--- src/rtl/cluster_sync_pkg.sv ---
// Shared types for the cluster sync path: per-cluster decisions, availability codes,
// sequencer states and a small popcount helper.
package cluster_sync_pkg;

  localparam int CLUSTER_COUNT_DEFAULT = 4;

  typedef enum logic [1:0] {
    WAIT = 2'd0,
    TX   = 2'd1,
    DROP = 2'd2
  } evt_ctrl_e;

  typedef enum logic [1:0] {
    E_NOT_AV = 2'd0,
    EHDR_AV  = 2'd1,
    M_AV     = 2'd2,
    EFTR_AV  = 2'd3
  } evt_avail_e;

  typedef enum logic [1:0] {
    S_IDLE    = 2'd0,
    S_ACTIVE  = 2'd1,
    S_STALLED = 2'd2
  } seq_state_e;

  function automatic logic [5:0] popcount32(input logic [31:0] v);
    logic [5:0] n;
    n = 6'd0;
    for (int i = 0; i < 32; i++) begin
      n = n + {5'd0, v[i]};
    end
    return n;
  endfunction

endpackage

--- src/rtl/cluster_fifo_read_sequencer_if.sv ---
// Handshake bundle between the cluster FIFOs, the sync engine, the sequencer and the link port.
interface cluster_fifo_read_sequencer_if #(
  parameter int DATA_WIDTH     = 65,
  parameter int TOTAL_CLUSTERS = cluster_sync_pkg::CLUSTER_COUNT_DEFAULT,
  parameter int SEL_WIDTH      = 3,
  parameter int CNT_WIDTH      = 32
);
  logic [TOTAL_CLUSTERS-1:0][1:0]            evt_ctrl;
  logic [SEL_WIDTH-1:0]                      cluster_sel;
  logic [TOTAL_CLUSTERS-1:0][DATA_WIDTH-1:0] fifo_dout;
  logic [TOTAL_CLUSTERS-1:0]                 fifo_empty;
  logic [TOTAL_CLUSTERS-1:0]                 fifo_rd_en;
  logic [DATA_WIDTH-1:0]                     out_data;
  logic                                      out_valid;
  logic                                      out_ready;
  logic [CNT_WIDTH-1:0]                      tx_word_cnt;
  logic [CNT_WIDTH-1:0]                      drop_word_cnt;
  logic                                      stall_err;
  logic                                      busy;

  modport master (
    input  evt_ctrl, cluster_sel, fifo_dout, fifo_empty, out_ready,
    output fifo_rd_en, out_data, out_valid, tx_word_cnt, drop_word_cnt, stall_err, busy
  );

  modport slave (
    output evt_ctrl, cluster_sel, fifo_dout, fifo_empty, out_ready,
    input  fifo_rd_en, out_data, out_valid, tx_word_cnt, drop_word_cnt, stall_err, busy
  );
endinterface

--- src/rtl/cluster_out_skid_buf.sv ---
// Two-entry in-order valid/ready buffer; head register drives the output directly so
// out_data cannot change while a word waits for out_ready.
module cluster_out_skid_buf #(
  parameter int DATA_WIDTH = 65
) (
  input  logic                  clk,
  input  logic                  rst_n,
  input  logic                  srst_n,
  input  logic                  push_valid,
  input  logic [DATA_WIDTH-1:0] push_data,
  output logic                  out_valid,
  output logic [DATA_WIDTH-1:0] out_data,
  input  logic                  out_ready,
  output logic [1:0]            buf_cnt
);

  logic [DATA_WIDTH-1:0] head_q, head_d, tail_q, tail_d;
  logic [1:0]            cnt_q, cnt_d;
  logic                  valid_q, valid_d;
  logic                  pop;

  assign pop       = valid_q && out_ready;
  assign out_valid = valid_q;
  assign out_data  = head_q;
  assign buf_cnt   = cnt_q;

  // Next head/tail/count from push and pop; the caller never pushes into a full buffer.
  always_comb begin
    head_d = head_q;
    tail_d = tail_q;
    cnt_d  = cnt_q;
    if (!srst_n) begin
      head_d = '0;
      tail_d = '0;
      cnt_d  = 2'd0;
    end else begin
      case ({push_valid, pop})
        2'b10: begin
          if (cnt_q == 2'd0) begin
            head_d = push_data;
            cnt_d  = 2'd1;
          end else begin
            tail_d = push_data;
            cnt_d  = 2'd2;
          end
        end
        2'b01: begin
          head_d = tail_q;
          cnt_d  = cnt_q - 2'd1;
        end
        2'b11: begin
          if (cnt_q == 2'd1) begin
            head_d = push_data;
          end else begin
            head_d = tail_q;
            tail_d = push_data;
          end
        end
        default: begin
          cnt_d = cnt_q;
        end
      endcase
    end
    valid_d = (cnt_d != 2'd0);
  end

  // Buffer state registers.
  always_ff @(posedge clk or negedge rst_n) begin
    if (!rst_n) begin
      head_q  <= '0;
      tail_q  <= '0;
      cnt_q   <= 2'd0;
      valid_q <= 1'b0;
    end else begin
      head_q  <= head_d;
      tail_q  <= tail_d;
      cnt_q   <= cnt_d;
      valid_q <= valid_d;
    end
  end

endmodule

--- src/rtl/cluster_fifo_read_sequencer.sv ---
// Applies WAIT/TX/DROP decisions to the cluster FIFOs: TX words go through the output
// buffer to the link, DROP words are discarded; traffic counters and a starvation watchdog.
module cluster_fifo_read_sequencer
  import cluster_sync_pkg::*;
#(
  parameter int DATA_WIDTH     = 65,
  parameter int TOTAL_CLUSTERS = CLUSTER_COUNT_DEFAULT,
  parameter int SEL_WIDTH      = 3,
  parameter int CNT_WIDTH      = 32,
  parameter int STALL_TIMEOUT  = 1024
) (
  input  logic                          clk,
  input  logic                          rst_n,
  input  logic                          srst_n,
  cluster_fifo_read_sequencer_if.master bus
);

  localparam int IDX_W   = (TOTAL_CLUSTERS > 1) ? $clog2(TOTAL_CLUSTERS) : 1;
  localparam int STALL_W = $clog2(STALL_TIMEOUT + 1);
  localparam logic [STALL_W-1:0] STALL_MAX = STALL_W'(STALL_TIMEOUT);

  logic                      in_reset, sel_ok, sel_is_tx, sel_empty, tx_pop;
  logic [IDX_W-1:0]          sel_idx;
  logic [TOTAL_CLUSTERS-1:0] drop_pop, rd_en;
  logic [1:0]                buf_cnt;

  seq_state_e           state_q, state_d;
  logic [STALL_W-1:0]   stall_cnt_q, stall_cnt_d;
  logic                 stall_err_q, stall_err_d;
  logic [CNT_WIDTH-1:0] tx_cnt_q, tx_cnt_d, drop_cnt_q, drop_cnt_d;

  assign sel_ok  = bus.cluster_sel < SEL_WIDTH'(TOTAL_CLUSTERS);
  assign sel_idx = bus.cluster_sel[IDX_W-1:0];

  // Pop decisions; buf_cnt is a register so out_ready never reaches fifo_rd_en combinationally.
  always_comb begin
    in_reset  = !rst_n || !srst_n;
    sel_is_tx = 1'b0;
    sel_empty = 1'b1;
    if (sel_ok) begin
      sel_is_tx = (bus.evt_ctrl[sel_idx] == TX);
      sel_empty = bus.fifo_empty[sel_idx];
    end else begin
      sel_is_tx = 1'b0;
      sel_empty = 1'b1;
    end
    tx_pop   = sel_is_tx && !sel_empty && (buf_cnt < 2'd2) && !in_reset;
    drop_pop = '0;
    rd_en    = '0;
    for (int i = 0; i < TOTAL_CLUSTERS; i++) begin
      drop_pop[i] = (bus.evt_ctrl[i] == DROP) && !bus.fifo_empty[i] && !in_reset;
      rd_en[i]    = drop_pop[i] || (tx_pop && (sel_idx == IDX_W'(i)));
    end
  end

  cluster_out_skid_buf #(.DATA_WIDTH(DATA_WIDTH)) u_out_buf (
    .clk        (clk),
    .rst_n      (rst_n),
    .srst_n     (srst_n),
    .push_valid (tx_pop),
    .push_data  (bus.fifo_dout[sel_idx]),
    .out_valid  (bus.out_valid),
    .out_data   (bus.out_data),
    .out_ready  (bus.out_ready),
    .buf_cnt    (buf_cnt)
  );

  // Sequencer FSM, traffic counters and starvation watchdog.
  always_comb begin
    state_d     = state_q;
    stall_cnt_d = '0;
    stall_err_d = stall_err_q;
    tx_cnt_d    = tx_cnt_q + CNT_WIDTH'(tx_pop);
    drop_cnt_d  = drop_cnt_q + CNT_WIDTH'(popcount32(32'(drop_pop)));
    if (!srst_n) begin
      state_d     = S_IDLE;
      stall_err_d = 1'b0;
      tx_cnt_d    = '0;
      drop_cnt_d  = '0;
    end else begin
      case (state_q)
        S_IDLE: begin
          if (sel_is_tx) state_d = S_ACTIVE;
          else           state_d = S_IDLE;
        end
        S_ACTIVE: begin
          if (!sel_is_tx)     state_d = S_IDLE;
          else if (sel_empty) state_d = S_STALLED;
          else                state_d = S_ACTIVE;
        end
        S_STALLED: begin
          if (!sel_is_tx) begin
            state_d = S_IDLE;
          end else if (!sel_empty) begin
            state_d = S_ACTIVE;
          end else begin
            state_d     = S_STALLED;
            stall_cnt_d = (stall_cnt_q == STALL_MAX) ? STALL_MAX : stall_cnt_q + STALL_W'(1);
          end
        end
        default: begin
          state_d = S_IDLE;
        end
      endcase
      if (stall_cnt_d == STALL_MAX) stall_err_d = 1'b1;
      else                          stall_err_d = stall_err_q;
    end
  end

  // Control and statistics registers.
  always_ff @(posedge clk or negedge rst_n) begin
    if (!rst_n) begin
      state_q     <= S_IDLE;
      stall_cnt_q <= '0;
      stall_err_q <= 1'b0;
      tx_cnt_q    <= '0;
      drop_cnt_q  <= '0;
    end else begin
      state_q     <= state_d;
      stall_cnt_q <= stall_cnt_d;
      stall_err_q <= stall_err_d;
      tx_cnt_q    <= tx_cnt_d;
      drop_cnt_q  <= drop_cnt_d;
    end
  end

  assign bus.fifo_rd_en    = rd_en;
  assign bus.tx_word_cnt   = tx_cnt_q;
  assign bus.drop_word_cnt = drop_cnt_q;
  assign bus.stall_err     = stall_err_q;
  assign bus.busy          = (state_q != S_IDLE) || (buf_cnt != 2'd0);

endmodule

--- src/flat_wrapper.sv ---
// flat-port wrapper written by rule: the top's interface ports become plain ports
module cluster_fifo_read_sequencer_flat import cluster_sync_pkg::*;
#(
  parameter int DATA_WIDTH     = 65,
  parameter int TOTAL_CLUSTERS = CLUSTER_COUNT_DEFAULT,
  parameter int SEL_WIDTH      = 3,
  parameter int CNT_WIDTH      = 32,
  parameter int STALL_TIMEOUT  = 1024
)
  (clk, rst_n, srst_n, bus_evt_ctrl, bus_cluster_sel, bus_fifo_dout, bus_fifo_empty, bus_out_ready, bus_fifo_rd_en, bus_out_data, bus_out_valid, bus_tx_word_cnt, bus_drop_word_cnt, bus_stall_err, bus_busy);
  cluster_fifo_read_sequencer_if #(.DATA_WIDTH(DATA_WIDTH), .TOTAL_CLUSTERS(TOTAL_CLUSTERS), .SEL_WIDTH(SEL_WIDTH), .CNT_WIDTH(CNT_WIDTH)) bus_i ();
  input  logic clk;
  input  logic rst_n;
  input  logic srst_n;
  input wire logic [$bits(bus_i.evt_ctrl)-1:0] bus_evt_ctrl;
  input wire logic [$bits(bus_i.cluster_sel)-1:0] bus_cluster_sel;
  input wire logic [$bits(bus_i.fifo_dout)-1:0] bus_fifo_dout;
  input wire logic [$bits(bus_i.fifo_empty)-1:0] bus_fifo_empty;
  input wire logic [$bits(bus_i.out_ready)-1:0] bus_out_ready;
  output wire logic [$bits(bus_i.fifo_rd_en)-1:0] bus_fifo_rd_en;
  output wire logic [$bits(bus_i.out_data)-1:0] bus_out_data;
  output wire logic [$bits(bus_i.out_valid)-1:0] bus_out_valid;
  output wire logic [$bits(bus_i.tx_word_cnt)-1:0] bus_tx_word_cnt;
  output wire logic [$bits(bus_i.drop_word_cnt)-1:0] bus_drop_word_cnt;
  output wire logic [$bits(bus_i.stall_err)-1:0] bus_stall_err;
  output wire logic [$bits(bus_i.busy)-1:0] bus_busy;
  assign bus_i.evt_ctrl = bus_evt_ctrl;
  assign bus_i.cluster_sel = bus_cluster_sel;
  assign bus_i.fifo_dout = bus_fifo_dout;
  assign bus_i.fifo_empty = bus_fifo_empty;
  assign bus_i.out_ready = bus_out_ready;
  assign bus_fifo_rd_en = bus_i.fifo_rd_en;
  assign bus_out_data = bus_i.out_data;
  assign bus_out_valid = bus_i.out_valid;
  assign bus_tx_word_cnt = bus_i.tx_word_cnt;
  assign bus_drop_word_cnt = bus_i.drop_word_cnt;
  assign bus_stall_err = bus_i.stall_err;
  assign bus_busy = bus_i.busy;
  cluster_fifo_read_sequencer #(.DATA_WIDTH(DATA_WIDTH), .TOTAL_CLUSTERS(TOTAL_CLUSTERS), .SEL_WIDTH(SEL_WIDTH), .CNT_WIDTH(CNT_WIDTH), .STALL_TIMEOUT(STALL_TIMEOUT)) u_core (.clk(clk), .rst_n(rst_n), .srst_n(srst_n), .bus(bus_i));
endmodule
--- config.mk ---
export PLATFORM = sky130hd
export DESIGN_NAME = cluster_fifo_read_sequencer_flat
export DESIGN_NICKNAME = d
export VERILOG_FILES = /design/src/rtl/cluster_sync_pkg.sv /design/src/rtl/cluster_fifo_read_sequencer_if.sv /design/src/rtl/cluster_out_skid_buf.sv /design/src/rtl/cluster_fifo_read_sequencer.sv /design/src/flat_wrapper.sv
export SDC_FILE = /design/constraint.sdc
export NUM_CORES = 1
export LEC_CHECK = 0
export BUFFER_PORTS_ARGS = -buffer_cell sky130_fd_sc_hd__buf_2
export CORE_MARGIN = 2
export CORE_UTILIZATION = 30
export CTS_BUF_LIST = sky130_fd_sc_hd__clkbuf_4 sky130_fd_sc_hd__clkbuf_8 sky130_fd_sc_hd__clkbuf_16
export DETAILED_ROUTE_END_ITERATION = 6
export PLACE_DENSITY = 0.55
export REMOVE_ABC_BUFFERS = 1
export SYNTH_ARGS = -nofsm -noshare
export SYNTH_HDL_FRONTEND = slang
export SYNTH_HIERARCHICAL = 1
export SYNTH_SLANG_ARGS = --single-unit
--- constraint.sdc ---
create_clock -name clk -period 3.2 [get_ports clk]
set_clock_uncertainty 0.2 [all_clocks]
set_input_delay 0 -clock clk [delete_from_list [all_inputs] [get_ports clk]]
set_output_delay 0 -clock clk [all_outputs]
set_load 0.05 [all_outputs]
==> qor.log <==
[floorplanning] starting utilization of the core area 0.305
[clock_tree] cell at the root of the clock tree sky130_fd_sc_hd__clkbuf_16
[worst_setup_path] critical register-to-register path startpoint u_core/bus.drop_word_cnt[0]
[clock_tree] clock slew at the register clock pins of the worst setup and hold paths 0.06 ns
[placement] gp weighted congestion 0.824
[worst_setup_path] destination of the critical timing path u_core/bus.drop_word_cnt[30]
[worst_setup_path] Worst R2R Path Depth 11
[timing] final hold viol count 0
[power_and_ir_drop] total power density per cell area 434 nW/um2
[routing] routed via count divided by cell count 5.07
[clock_tree] maximum buffer depth of the clock tree 3
[clock_tree] number of buffers created by CTS 27
[worst_setup_path] worst r2r dst u_core/bus.drop_word_cnt[30]
[run] total of max-cap violations 0
[timing] Period Utilization, post-route 0.949
[yosys] number of distinct library cells after synthesis 58
[timing] Max Fclk 329 MHz
[grt] maximum number of pins on one net before global-route repair 69
[timing] slew of the pin with the lowest slew margin 0.868 ns
[final_layout] post-route cell area 18100 um2
[yosys] top-count cell post-synth sky130_fd_sc_hd__nand2_1
[final_layout] fill cell total of the finished layout 4103
[floorplanning] horizontal extent of the die 211 um
[grt] initial antenna violation count 1
[yosys] number of synthesized flops with an enable pin 0
[yosys] number of warnings issued by yosys 6
[yosys] share of the synthesized area in the top cell type 0.412
[worst_setup_path] R2R setup slack 0.16 ns
[timing] endpoints failing setup 0
[yosys] post-synthesis sequential area ratio 0.412
[grt] overall overflow remaining after global route 0
[routing] routed length per instance 17.8 um
[floorplanning] Core Footprint 42000 um2
[routing] Post-DRT Antenna Nets 0
[routing] total wire length after detailed routing 42400 um
[yosys] Post-Synthesis Cells 1276
[yosys] top area cells in the synthesized netlist sky130_fd_sc_hd__dfrtp_1, sky130_fd_sc_hd__mux4_2, sky130_fd_sc_hd__nand2_1, sky130_fd_sc_hd__mux2_2, sky130_fd_sc_hd__a21oi_1
[placement] port bufs 414
[yosys] Main synth FF type sky130_fd_sc_hd__dfrtp_1
[clock_tree] insertion delay to the later sink of the worst-skew pair 0.54 ns
[grt] global-route usage over all layers 0.186
[floorplanning] Cell Rows 75
[timing] hold_ws 0.0341 ns
[timing] max-slew headroom at the worst pin 0.422
[yosys] commonest cells in the synthesized netlist sky130_fd_sc_hd__nand2_1, sky130_fd_sc_hd__dfrtp_1, sky130_fd_sc_hd__a21oi_1
[worst_setup_path] Startpoint Class flop
[yosys] mean instance size in the synthesized netlist 10.1 um2
[power_and_ir_drop] leakage power 8.51 nW
[timing] number of pins with negative max-slew slack in the final report 0
[power_and_ir_drop] PnR Total Power 7.87 mW
[yosys] Yosys top cell by area sky130_fd_sc_hd__dfrtp_1
[worst_setup_path] kind of capture point of the worst setup path flop
[final_layout] Antenna diodes 0
[routing] overall via count from detail_route 12.1k
[floorplanning] floorplan die area 44400 um2
[power_and_ir_drop] VDD IR-drop max 404 uV
[routing] detailed-routing iteration count for the pre-antenna-repair pass 5
[status] run status completed
[clock_tree] Max H-tree Level 1
[routing] drc violations 0
[final_layout] fraction of final layout cells with drive strength greater than 1 0.396
[clock_tree] Sink Count 211
[yosys] count of state elements after synthesis 211
[final_layout] nets 2117
[clock_tree] clock tree from TritonCTS done
[final_layout] area growth from synthesis to final layout 41.2%
[floorplanning] # IOs 415
[yosys] async set-or-reset flop fraction in the synthesized netlist 1.00
[worst_setup_path] worst endpoint required time 3.43 ns
[grt] global-route wire length before repair 66100 um
[worst_setup_path] Critical Path Start u_core/bus.drop_word_cnt[0]
[worst_setup_path] worst-path maximum fanout 3
[timing] unrepaired setup endpoints after global routing false
[routing] Starting DRT DRC Count 548
[worst_setup_path] Setup Crit Path Kind reg -> reg
[hold_path] type of the worst min-delay path in -> reg
[yosys] synthesized area 12800 um2
[floorplanning] die height 211 um
[worst_setup_path] data arrival time of the worst path 3.27 ns
[grt] number of global-route vias before repair 12.3k
[timing] min Tclk post-route 3.04 ns
[placement] hpwl dp 29000 um
[placement] instance area at placement 15800 um2
critical path, cell delays in order, from the launching register on:
cell	delay (ns)
sky130_fd_sc_hd__dfrtp_1	0.35
sky130_fd_sc_hd__inv_1	0.06
sky130_fd_sc_hd__fa_1	0.51
sky130_fd_sc_hd__fa_2	0.41
sky130_fd_sc_hd__inv_1	0.08
sky130_fd_sc_hd__fa_2	0.21
sky130_fd_sc_hd__and4_4	0.24
sky130_fd_sc_hd__nand4_1	0.18
sky130_fd_sc_hd__nor4_2	0.30
sky130_fd_sc_hd__buf_4	0.17
sky130_fd_sc_hd__nand3_1	0.09
sky130_fd_sc_hd__mux2i_1	0.13
what timing repair did:
| item | in CTS | in global routing |
|---|---|---|
| resized for setup | 0 | 7 |
| setup buffers | 0 | 1 |
| endpoints found under the setup margin | 0 | 6 |
| endpoints found under the hold margin | 188 | 0 |
| hold buffers | 140 | 0 |
final cells by class:
type | instances | area (um2) | area share
clock inverters | 11 | 93.8 | 0.00518
inverters | 28 | 105 | 0.00580
multi-input cells | 943 | 7060 | 0.390
well taps | 539 | 674 | 0.0372
repair buffers | 609 | 4120 | 0.227
clock buffers | 36 | 774 | 0.0428
flip-flops and latches | 211 | 5280 | 0.292
per-layer routing:
layer | vias up | part of all wire | global-route usage
li1 | 5700 | - | -
met1 | 5966 | 0.42 | 0.235
met2 | 341 | 0.51 | 0.333
met3 | 46 | 0.050 | 0.0280
met4 | 0 | 0.020 | 0.0474
met5 | - | 0 | 0
worst min-delay path by stage:
stage	start	end	slack [ns]	depth (start not counted)
after floorplan	rst_n	u_core/bus.drop_word_cnt[0]	-0.50	0
after global placement	rst_n	u_core/u_out_buf/out_data[22]	-0.06	2
final	bus_evt_ctrl[1]	u_core/state_q[1]	0.03	5
after CTS	bus_evt_ctrl[1]	u_core/state_q[1]	0.008	5
after detailed placement	rst_n	u_core/u_out_buf/out_data[27]	-0.06	2
after global routing	bus_evt_ctrl[1]	u_core/state_q[1]	0.14	5
stage by stage:
step | utilization | instances | worst slack, ns | TNS [ns]
6_report | 0.431 | 2377 | 0.162 | 0
3_5_place_dp | 0.375 | 2189 | -0.357 | -3.73
2_1_floorplan | - | 1182 | -2.43 | -301.33
4_1_cts | 0.430 | 2376 | 0.0946 | 0
5_1_grt | 0.431 | 2377 | 0.00239 | 0
3_3_place_gp | 0.375 | 2189 | -0.316 | -2.85
cells by family after synthesis:
logic type      after synthesis  share of synthesized area
fa+ha+maj                    18                     0.0193
xor+xnor                     55                     0.0376
flops                       211                      0.412
compound gates              315                      0.162
simple gates                422                      0.150
mux                         133                      0.174
buf+inv                     122                     0.0455
flip-flops by register name, summed over array words and instances, names as in the netlist:
| register | cells |
|---|---|
| u_core/u_out_buf/tail_q | 65 |
| u_core/bus.stall_err | 1 |
| u_core/u_out_buf/out_data | 65 |
| u_core/bus.tx_word_cnt | 32 |
| u_core/u_out_buf/out_valid | 1 |
| u_core/u_out_buf/buf_cnt | 2 |
| u_core/bus.drop_word_cnt | 32 |
| u_core/stall_cnt_q | 11 |
| u_core/state_q | 2 |
cells in the final DEF (no fill, tap or decap), types with 13 or more instances in the layout:
cell type,n
sky130_fd_sc_hd__dlygate4sd3_1,139
sky130_fd_sc_hd__buf_12,16
sky130_fd_sc_hd__nor3_1,13
sky130_fd_sc_hd__xnor2_1,35
sky130_fd_sc_hd__xor2_1,20
sky130_fd_sc_hd__inv_1,26
sky130_fd_sc_hd__a21oi_1,144
sky130_fd_sc_hd__mux4_2,65
sky130_fd_sc_hd__o21ai_0,34
sky130_fd_sc_hd__nand4_1,17
sky130_fd_sc_hd__a22o_1,65
sky130_fd_sc_hd__nor2_1,64
sky130_fd_sc_hd__dfrtp_1,211
sky130_fd_sc_hd__buf_4,41
sky130_fd_sc_hd__o21ai_2,50
sky130_fd_sc_hd__buf_2,411
sky130_fd_sc_hd__nand2_1,232
sky130_fd_sc_hd__nand3_1,21
sky130_fd_sc_hd__clkbuf_16,27
sky130_fd_sc_hd__mux2_2,65
power breakdown:
part / internal (mW) / total (mW) / switching [mW] / leakage [nW]
Combinational: 0.895 / 2.06 / 1.17 / 5.14
Sequential: 2.77 / 2.83 / 0.0571 / 2.94
Clock: 1.77 / 2.98 / 1.21 / 0.438
Note: power is estimated with default switching activity, not from simulation.
